===== src/rtl/la_orn_pipe_if.sv =====
// Bundle of the OR-reduction aggregator's control, event and result signals.
// Latency: none, wiring only.
// Backpressure: none; the aggregator always accepts its inputs, en is the only stall.
interface la_orn_pipe_if #(
   parameter int N = 4
);
   logic         en;
   logic [N-1:0] in;
   logic [N-1:0] mask;
   logic         clr;
   logic         z;
   logic         rise;
   logic [N-1:0] status;

   modport master (
      output en, in, mask, clr,
      input  z, rise, status
   );

   modport slave (
      input  en, in, mask, clr,
      output z, rise, status
   );
endinterface


===== src/rtl/la_orn_pipe.sv =====
// Masked, optionally sticky, pipelined N-input OR reduction with a rising-edge pulse.
// Latency: STAGES register stages from in to z (status to z is STAGES-1 in sticky mode).
// Backpressure: none; en=0 freezes every register, including status and the edge history.
module la_orn_pipe #(
   parameter int N      = 4,
   parameter int STAGES = 1,
   parameter int STICKY = 0,
   parameter     PROP   = "DEFAULT"
) (
   input logic        clk,
   input logic        nreset,
   la_orn_pipe_if.slave bus
);

   // Number of radix-4 OR levels needed to reduce N bits to one.
   function automatic int clog4(input int n);
      int r;
      int c;
      r = 0;
      c = 1;
      while (c < n) begin
         c = c * 4;
         r = r + 1;
      end
      return r;
   endfunction

   localparam int L    = clog4(N);
   // Pipeline registers after stage 1: first spread over tree levels, the rest
   // form a plain delay line on the single-bit result.
   localparam int TREG = (STAGES - 1 < L) ? (STAGES - 1) : L;
   localparam int XREG = STAGES - 1 - TREG;

   // The implementation property string has no effect on this RTL.
   if (PROP == "") begin : g_prop_empty
   end

   logic [N-1:0] m;
   logic [N-1:0] hold;
   logic [N-1:0] p1;
   logic         z_tree;
   logic         z_int;
   logic         z_q;

   assign m = bus.in & ~bus.mask;

   // In live mode nothing is kept across cycles; in sticky mode status is kept
   // unless cleared. New events are ORed in after the clear, so set wins.
   assign hold = (STICKY == 0 || bus.clr) ? '0 : p1;

   // Stage 1: live capture of the masked vector, or the sticky status register.
   always_ff @(posedge clk) begin
      if (!nreset)
         p1 <= '0;
      else if (bus.en)
         p1 <= hold | m;
   end

   assign bus.status = (STICKY != 0) ? p1 : '0;

   // Reduction tree. Every level keeps N bits; bits above the live width of a
   // level are always zero, which also pads a partial group of four.
   for (genvar l = 0; l <= L; l++) begin : g_lvl
      logic [N-1:0] out;
      if (l == 0) begin : g_base
         assign out = p1;
      end else begin : g_or
         logic [N-1:0] red;

         // OR each group of four bits of the previous level into one bit.
         always_comb begin
            red = '0;
            for (int i = 0; i < N; i++)
               red[i/4] = red[i/4] | g_lvl[l-1].out[i];
         end

         if (l <= TREG) begin : g_reg
            logic [N-1:0] q;

            // Pipeline register after this tree level.
            always_ff @(posedge clk) begin
               if (!nreset)
                  q <= '0;
               else if (bus.en)
                  q <= red;
            end

            assign out = q;
         end else begin : g_comb
            assign out = red;
         end
      end
   end

   // Only bit 0 of the last level can be set; reducing the whole word is the same value.
   assign z_tree = |g_lvl[L].out;

   if (XREG > 0) begin : g_xtra
      logic [XREG-1:0] dly;

      // Surplus stages once the tree is fully registered: delay the final bit.
      always_ff @(posedge clk) begin
         if (!nreset)
            dly <= '0;
         else if (bus.en) begin
            dly[0] <= z_tree;
            for (int k = 1; k < XREG; k++)
               dly[k] <= dly[k-1];
         end
      end

      assign z_int = dly[XREG-1];
   end else begin : g_noxtra
      assign z_int = z_tree;
   end

   // Previous z for edge detection, advanced only on enabled cycles.
   always_ff @(posedge clk) begin
      if (!nreset)
         z_q <= 1'b0;
      else if (bus.en)
         z_q <= z_int;
   end

   assign bus.z    = z_int;
   // Gated by en so a frozen 0->1 step is reported once, on the first enabled cycle.
   assign bus.rise = bus.en & z_int & ~z_q;

endmodule


===== src/flat_wrapper.sv =====
// flat-port wrapper written by rule: the top's interface ports become plain ports
module la_orn_pipe_flat 
#(
   parameter int N      = 4,
   parameter int STAGES = 1,
   parameter int STICKY = 0,
   parameter     PROP   = "       "
)
  (clk, nreset, bus_en, bus_in, bus_mask, bus_clr, bus_z, bus_rise, bus_status);
  la_orn_pipe_if #(.N(N)) bus_i ();
  input logic clk;
  input logic nreset;
  input wire logic [$bits(bus_i.en)-1:0] bus_en;
  input wire logic [$bits(bus_i.in)-1:0] bus_in;
  input wire logic [$bits(bus_i.mask)-1:0] bus_mask;
  input wire logic [$bits(bus_i.clr)-1:0] bus_clr;
  output wire logic [$bits(bus_i.z)-1:0] bus_z;
  output wire logic [$bits(bus_i.rise)-1:0] bus_rise;
  output wire logic [$bits(bus_i.status)-1:0] bus_status;
  assign bus_i.en = bus_en;
  assign bus_i.in = bus_in;
  assign bus_i.mask = bus_mask;
  assign bus_i.clr = bus_clr;
  assign bus_z = bus_i.z;
  assign bus_rise = bus_i.rise;
  assign bus_status = bus_i.status;
  la_orn_pipe #(.N(N), .STAGES(STAGES), .STICKY(STICKY), .PROP(PROP)) u_core (.clk(clk), .nreset(nreset), .bus(bus_i));
endmodule

===== config.mk =====
export PLATFORM = sky130hd
export DESIGN_NAME = la_orn_pipe_flat
export DESIGN_NICKNAME = d
export VERILOG_FILES = /design/src/rtl/la_orn_pipe_if.sv /design/src/rtl/la_orn_pipe.sv /design/src/flat_wrapper.sv
export SDC_FILE = /design/constraint.sdc
export NUM_CORES = 1
export LEC_CHECK = 0
export CORE_AREA = 10 10 47 49
export DETAILED_ROUTE_END_ITERATION = 6
export DIE_AREA = 0 0 57 59
export PLACE_DENSITY = 0.6
export SLEW_MARGIN = 20
export SYNTH_ARGS = -nofsm -noshare
export SYNTH_HDL_FRONTEND = slang
export SYNTH_SLANG_ARGS = --single-unit

===== constraint.sdc =====
create_clock -name clk -period 1 [get_ports clk]
set_input_delay 0.2 -clock clk [delete_from_list [all_inputs] [get_ports clk]]
set_output_delay 0.2 -clock clk [all_outputs]
set_load 0.01 [all_outputs]

* Yosys cells after proc, flatten, opt, wreduce, memory -nomap -nowiden
Cells that the tools add are included.
** Storage, ports and cells
- Register bits :: 5
- Input bits :: 12
- Logic and storage cells :: 10
** Operators by class
- Bitwise logic cells :: 8
** Operators with widths (number)
- 4-bit bitwise AND :: 1
- 4-bit inverter :: 1
- 1-bit OR :: 3
- 1-bit bitwise AND :: 2
- 1-bit inverter :: 1

* Longest topological paths before layout
Gate-level depths: netlist (run 1).
- Depth in word-level cells :: 5
- Depth in mapped cells :: 3

* Worst setup path before layout (run 1)
No wires, ideal clock.
- Path kind :: register to output
- Start point :: register u_core.p1[1] (netlist: u_core.g_lvl[0].out[1])
- End point :: output bus_rise
- Arrival time :: 0.733 ns
- Data required time :: 0.800 ns
- Path slack :: 0.067 ns
- Cell stages (with the launch flop) :: 3
- Buffers on the path :: 0
- Cell sequence :: dfxtp_1 nor4_4 nor3b_1
** On the way
- Word-level cells in the longest chain between the ends :: 5
** Ends and longest elaborated chain
- start, declared :: RTL line la_orn_pipe.sv:40 : logic [N-1:0] p1;
- start signal, assigned :: RTL line la_orn_pipe.sv:56 : p1 <= hold | m;
- 1-bit OR (3 in a row) :: RTL line la_orn_pipe.sv:74 : red[i/4] = red[i/4] | g_lvl[l-1].out[i];
- 1-bit bitwise AND (2 in a row) :: RTL line la_orn_pipe.sv:127 : assign bus.rise = bus.en & z_int & ~z_q;
- end, declared :: RTL line flat_wrapper.sv:18 : output wire logic [$bits(bus_i.rise)-1:0] bus_rise;
No other way between the ends.

* Final worst setup path (run 1)
- Start point :: register u_core.p1[0] (netlist: u_core.g_lvl[0].out[0])
- End point :: output bus_rise
The elaborated chain is that of the path after synthesis.

==> out/metrics.cfg, run 1 <==
[clock_tree]
clk_pin_slew_ns=0.04
cts_root_buffer=clkbuf_4
cts_buffer_depth=2
clock-sinks=5
h-tree-depth=1
cts_hold_buf=0
cts_tree=yes
cts_buffers=3
clk_latency_ns=0.24

[critical_path]
max_stage_delay_ns=0.33
worst_setup_path_end_kind=primary output
cp_max_fo=3
reg2reg_slack_ns=0.05
required_ns=0.80
crit_type=reg -> out
cp-start-kind=flop
r2r_cells=3
startpoint=u_core.g_lvl[0].out[0]$_SDFFE_PN0P_
crit_slowest_cell=dfxtp_2
critical_path_arrival_ns=1.09
r2r-start=u_core.g_lvl[0].out[0]$_SDFFE_PN0P_
reg2reg_to=u_core.z_q$_SDFFE_PN0P_
path_cells=nor4_4 -> nor3b_1 -> buf_2

[timing]
finClkSkew_ns=0.004071
slew_violations=0
hold_ws_ns=0.4927
finalCritPeriodShare=1.292
min_period_ns=1.292
fmax_mhz=773.8
hold_viol=0
setup_viol=2
setup_ws_ns=-0.2923
grt_setup_unrepaired=yes

[final_layout]
final_common_cell=clkdlybuf4s50_1
diodes=0
most-common-layout-cells=10 x clkdlybuf4s50_1, 4 x nand2b_1, 4 x nand3b_1, 4 x conb_1
drive_gt1_frac=0.2500
synthToLayoutAreaGrowth_pct=56.28
final_util=0.3000
fin_nets=57

[global_routing]
grt_pass1_vias=252
grt_pass1_wl_mm=1.083
gr-usage-all-layers=0.04408
grt_max_degree=11
gr-total-overflow=0
antenna_found_initial=0

[die]
die_h_um=59
initial_utilization=0.1920
core_area_mm2=0.001401
rows=14
ios=18
die-area_mm2=0.003363
die_x_um=57

[detailed_routing]
drt_iter0_drc=6
wirelength_um=667
antenna_left=0
wl_per_cell_um=11.12
drc=0
route.vias.total=227
vias_per_cell=3.783
first_pass_iters=2

[min_path]
hold_depth=2
hp-class=reg -> reg
whs_endpoint=u_core.g_lvl[0].out[0]$_SDFFE_PN0P_
hp-start=u_core.g_lvl[0].out[0]$_SDFFE_PN0P_

[yosys]
syn_inst=28
synth-seq-area-share=0.3721
ys_seq_elements=5
syn_area_um2=269.0
yosysUniqueCellTypes=12
yosysWarnings=0
syn-mean-instance-area_um2=9.607

[placed_design]
dp_hpwl_um=518.5
gp_congestion=0.7470
portBuffers=12
pre_cts_slack_ns=-0.6550

[run_status]
status=finished with violations
violations=negative setup slack

[power]
leakagePower_nw=0.1673
total_power_mw=0.5571
ir_drop_uv=478.7
power_density_mw_per_mm2=1325

[run]
maxCapViolations=0

==> cells in the mapped netlist <==
cell type	number	area share
nor4_4	1	0.079
nor3b_1	1	0.028
nand2b_1	4	0.093
inv_1	1	0.014
nand3b_1	4	0.11
o21ai_0	1	0.019
a21boi_0	1	0.028
buf_4	5	0.14
dfxtp_1	5	0.37
conb_1	1	0.014
a21oi_1	1	0.019
a21boi_1	3	0.084
==> cells by family (layout without fill, tap and decap cells) <==
logic type,count (synthesis),count (layout),synth area share
buffers and inverters,6,19,0.1535
and+or+nand+nor,10,10,0.3116
DFF,5,5,0.3721
AOI/OAI and AO/OA,6,6,0.1488
other,1,4,0.01394
==> how the worst max path moves through the flow <==
stage,slack [ns],end
final,-0.29,bus_rise
after global routing,-0.37,bus_rise
after CTS,-0.32,bus_rise
after detailed placement,-0.66,bus_rise
after global placement,-0.65,bus_rise
after floorplan,0.07,bus_rise
==> metrics by stage <==
stage                     instances  setup TNS, ns  cell area (um2)
final                            60        -0.5614            420.4
after global routing             60        -0.7320            420.4
after CTS                        60        -0.6194            415.4
after detailed placement         55         -1.839            390.4
after global placement           55         -1.787            390.4
after floorplan                  31              0            280.3
==> registers in the layout (all words and copies together), names as in the netlist <==
name,cells
u_core.z_q,1
u_core.g_lvl.out,4
==> layer usage <==
metal  GRT usage  vias to the layer above  share of wire
met2     0.06202                       10           0.50
met3     0.02790                        0          0.060
li1            -                      117              -
met1     0.04394                      100           0.44
met4     0.04027                        0              0
met5           0                        -              0
==> critical path: cells and delay by family (launching register included) <==
kind	cells	cell delay, ns
flip-flops	1	0.33
AND/OR/NAND/NOR	2	0.39
buffers and inverters	1	0.15
==> layout make-up <==
type,instances,area [um2]
timing repair buffer,14,125.1
tap,16,20.02
clock buffer,4,26.28
sequential,5,102.6
fill,172,980.9
inverter,1,3.754
multi-input combinational,20,142.6
==> report_power, final <==
group / internal (mW) / switching (mW) / total [mW]
clock: 0.151 / 0.0822 / 0.233
sequential: 0.210 / 0.00790 / 0.218
combinational: 0.0680 / 0.0381 / 0.106
==> repair_timing <==
| item | in CTS | in global routing |
|---|---|---|
| setup buffers | 1 | 0 |
| pin swaps | 1 | 2 |
| setup endpoints to repair | 2 | 3 |
| gates resized for setup | 10 | 2 |
Power figures use the tool's default switching activity.
==> run 2, diff against run 1 <==
--- a/config.mk
+++ b/config.mk
@@ -9,6 +9,7 @@
 export DETAILED_ROUTE_END_ITERATION = 6
 export DIE_AREA = 0 0 57 59
 export PLACE_DENSITY = 0.6
+export SKIP_LAST_GASP = 1
 export SLEW_MARGIN = 20
 export SYNTH_ARGS = -nofsm -noshare
 export SYNTH_HDL_FRONTEND = slang
==> results of run 2 <==
No change in the layout: final DEF, timing and power equal those of run 1.
==> run 3, diff against run 2 <==
--- a/config.mk
+++ b/config.mk
@@ -8,6 +8,7 @@
 export CORE_AREA = 10 10 47 49
 export DETAILED_ROUTE_END_ITERATION = 6
 export DIE_AREA = 0 0 57 59
+export GPL_TIMING_DRIVEN = 0
 export PLACE_DENSITY = 0.6
 export SKIP_LAST_GASP = 1
 export SLEW_MARGIN = 20
==> run 3 against run 2 <==
  * Global-route usage is 0.14 points lower
  * Final cell count is 5.0% higher
  * Die area stayed put
  * Setup slack worse by 0.025 ns
  * Worst hold slack worse by 0.013 ns
  * The run still ends with negative setup slack left
  * Combinational power is 11% higher
  * Maximum frequency is 1.9% lower
  * Count of clock-buffer cells in the layout stayed put
  * Routed wire length is 3.9% lower
  * Non-clock buffer count is 3 higher
  * Final area is 8.0% higher
  * Register-to-register slack better by 0.08 ns
==> out/metrics.cfg, run 3 (synthesis gave the netlist of run 1 again) <==
[placed_design]
portBuffers=12  ; unchanged
dp_hpwl_um=507.2  ; -2.2%
gp_congestion=0.7301  ; -2.3%

[critical_path]
cp-start-kind=primary input
required_ns=0.80  ; about the same
r2r-start=u_core.g_lvl[0].out[0]$_SDFFE_PN0P_
endpoint=bus_rise
crit_type=in -> out
critical_path_arrival_ns=1.12  ; +0.03 ns
reg2reg_slack_ns=0.13  ; +0.08 ns
startpoint=bus_en
worst_setup_path_end_kind=primary output
cp_max_fo=10  ; +7
reg2reg_to=u_core.z_q$_SDFFE_PN0P_
r2r_cells=2  ; -1

[detailed_routing]
first_pass_iters=2  ; unchanged
drt_iter0_drc=3  ; -3
route.vias.total=240  ; +5.7%
drc=0  ; unchanged
antenna_left=0  ; unchanged
vias_per_cell=3.810  ; +0.69%
wirelength_um=641  ; -3.9%
wl_per_cell_um=10.17  ; -8.5%

[clock_tree]
clock-sinks=5  ; unchanged
post-cts-setup-buffers=0  ; -1
cts_root_buffer=clkbuf_4
h-tree-depth=1  ; unchanged
clk_latency_ns=0.24  ; about the same
cts_tree=yes
cts_buffer_depth=2  ; unchanged
cts_buffers=3  ; unchanged
clk_pin_slew_ns=0.05  ; about the same
cts_hold_buf=0  ; unchanged

[power]
leakagePower_nw=0.1892  ; +13%
total_power_mw=0.5705  ; +2.4%
ir_drop_uv=817.7  ; +71%
power_density_mw_per_mm2=1256  ; -5.2%

[final_layout]
diodes=0  ; unchanged
final_util=0.3241  ; +0.02411
largest_register_ffs=4  ; unchanged
most-common-layout-cells=10 x clkdlybuf4s50_1, 4 x nand2b_1, 4 x nand3b_1, 4 x buf_4, 4 x conb_1
drive_gt1_frac=0.2979  ; +0.04787
fin_nets=60  ; +5.3%
fillCellCount=152  ; -12%
synthToLayoutAreaGrowth_pct=68.84
final_common_cell=clkdlybuf4s50_1

[timing]
grt_setup_unrepaired=yes
hold_viol=0  ; unchanged
min_period_ns=1.317  ; +0.02486 ns
slew_violations=0  ; unchanged
hold_ws_ns=0.4797  ; -0.01305 ns
finalCritPeriodShare=1.317  ; +0.02486
finClkSkew_ns=0.006081  ; +0.002010 ns
finalSetupTns_ns=-0.6216  ; -0.06014 ns
setup_viol=2  ; unchanged
setup_ws_ns=-0.3172  ; -0.02486 ns
fmax_mhz=759.2  ; -1.9%

[global_routing]
grt_pass1_wl_mm=1.090  ; +0.65%
gr-total-overflow=0  ; unchanged
grt_max_degree=11  ; unchanged
grt_pass1_vias=264  ; +4.8%
antenna_found_initial=0  ; unchanged
gr-usage-all-layers=0.04271  ; -0.001370

[run_status]
status=finished with violations
violations=negative setup slack

[die]
initial_utilization=0.1920  ; unchanged
core_area_mm2=0.001401  ; unchanged
rows=14  ; unchanged
ios=18  ; unchanged
die_h_um=59  ; unchanged
die_x_um=57  ; unchanged
die-area_mm2=0.003363  ; unchanged

[run]
maxCapViolations=0  ; unchanged

[min_path]
hp-class=reg -> reg
hold_depth=2  ; unchanged

run 3: changes by cell type in the layout (fill, tap and decap cells not counted), sizes merged:
cell	before	now
buf	4	7
run 3: area by class of cell:
cell class              instances  area [um2]  area share
repair buffers                 12       116.4      0.2562
flip-flops and latches          5       102.6      0.2259
clock buffers                   4       26.28     0.05785
well taps                      16       20.02     0.04408
inverters                       1       3.754    0.008264
plain buffers                   5       41.29     0.09091
multi-input cells              20       143.9      0.3168
run 3: routing by layer:
metal  track usage  wire length, um  up-vias
met2       0.05736              266       12
met3       0.03863               34        2
li1              -                -      126
met5             0                0        -
met1       0.04492              325      100
met4       0.02013               14        0
run 3: timing repair:
action / in CTS / in global routing
resized for setup: 11 / 2
pin swaps: 1 / 2
endpoints found under the setup margin: 2 / 2
endpoints found under the hold margin: 0 / 0
run 3: worst min path at each step:
stage / slack (ns) / end / start
6_report: 0.48 / u_core.g_lvl[0].out[3]$_SDFFE_PN0P_ / u_core.g_lvl[0].out[3]$_SDFFE_PN0P_
5_1_grt: 0.51 / u_core.g_lvl[0].out[3]$_SDFFE_PN0P_ / u_core.g_lvl[0].out[3]$_SDFFE_PN0P_
2_1_floorplan: 0.34 / u_core.z_q$_SDFFE_PN0P_ / nreset
3_3_place_gp: 0.49 / u_core.g_lvl[0].out[3]$_SDFFE_PN0P_ / u_core.g_lvl[0].out[3]$_SDFFE_PN0P_
3_5_place_dp: 0.49 / u_core.g_lvl[0].out[1]$_SDFFE_PN0P_ / u_core.g_lvl[0].out[1]$_SDFFE_PN0P_
4_1_cts: 0.49 / u_core.g_lvl[0].out[3]$_SDFFE_PN0P_ / u_core.g_lvl[0].out[3]$_SDFFE_PN0P_
run 3: critical path, stage by stage:
cell and delay, ns:
clkdlybuf4s50_1 0.49, buf_6 0.13, nor3b_2 0.15, buf_2 0.15
run 3: per-stage QoR:
| step | setup slack, ns | std cells | cell area (um2) |
|---|---|---|---|
| 3_3_place_gp | -0.8011 | 59 | 420.4 |
| 6_report | -0.3172 | 63 | 454.2 |
| 2_1_floorplan | 0.06679 | 31 | 280.3 |
| 3_5_place_dp | -0.8074 | 59 | 420.4 |
| 5_1_grt | -0.3878 | 63 | 454.2 |
| 4_1_cts | -0.3367 | 63 | 446.7 |
run 3: where the power goes:
group | switching (mW) | leakage, nW | total [mW] | internal (mW)
registers | 0.00795 | 0.0418 | 0.218 | 0.210
logic | 0.0386 | 0.132 | 0.118 | 0.0797
clock network | 0.0834 | 0.0150 | 0.234 | 0.151
total | 0.130 | 0.189 | 0.571 | 0.441
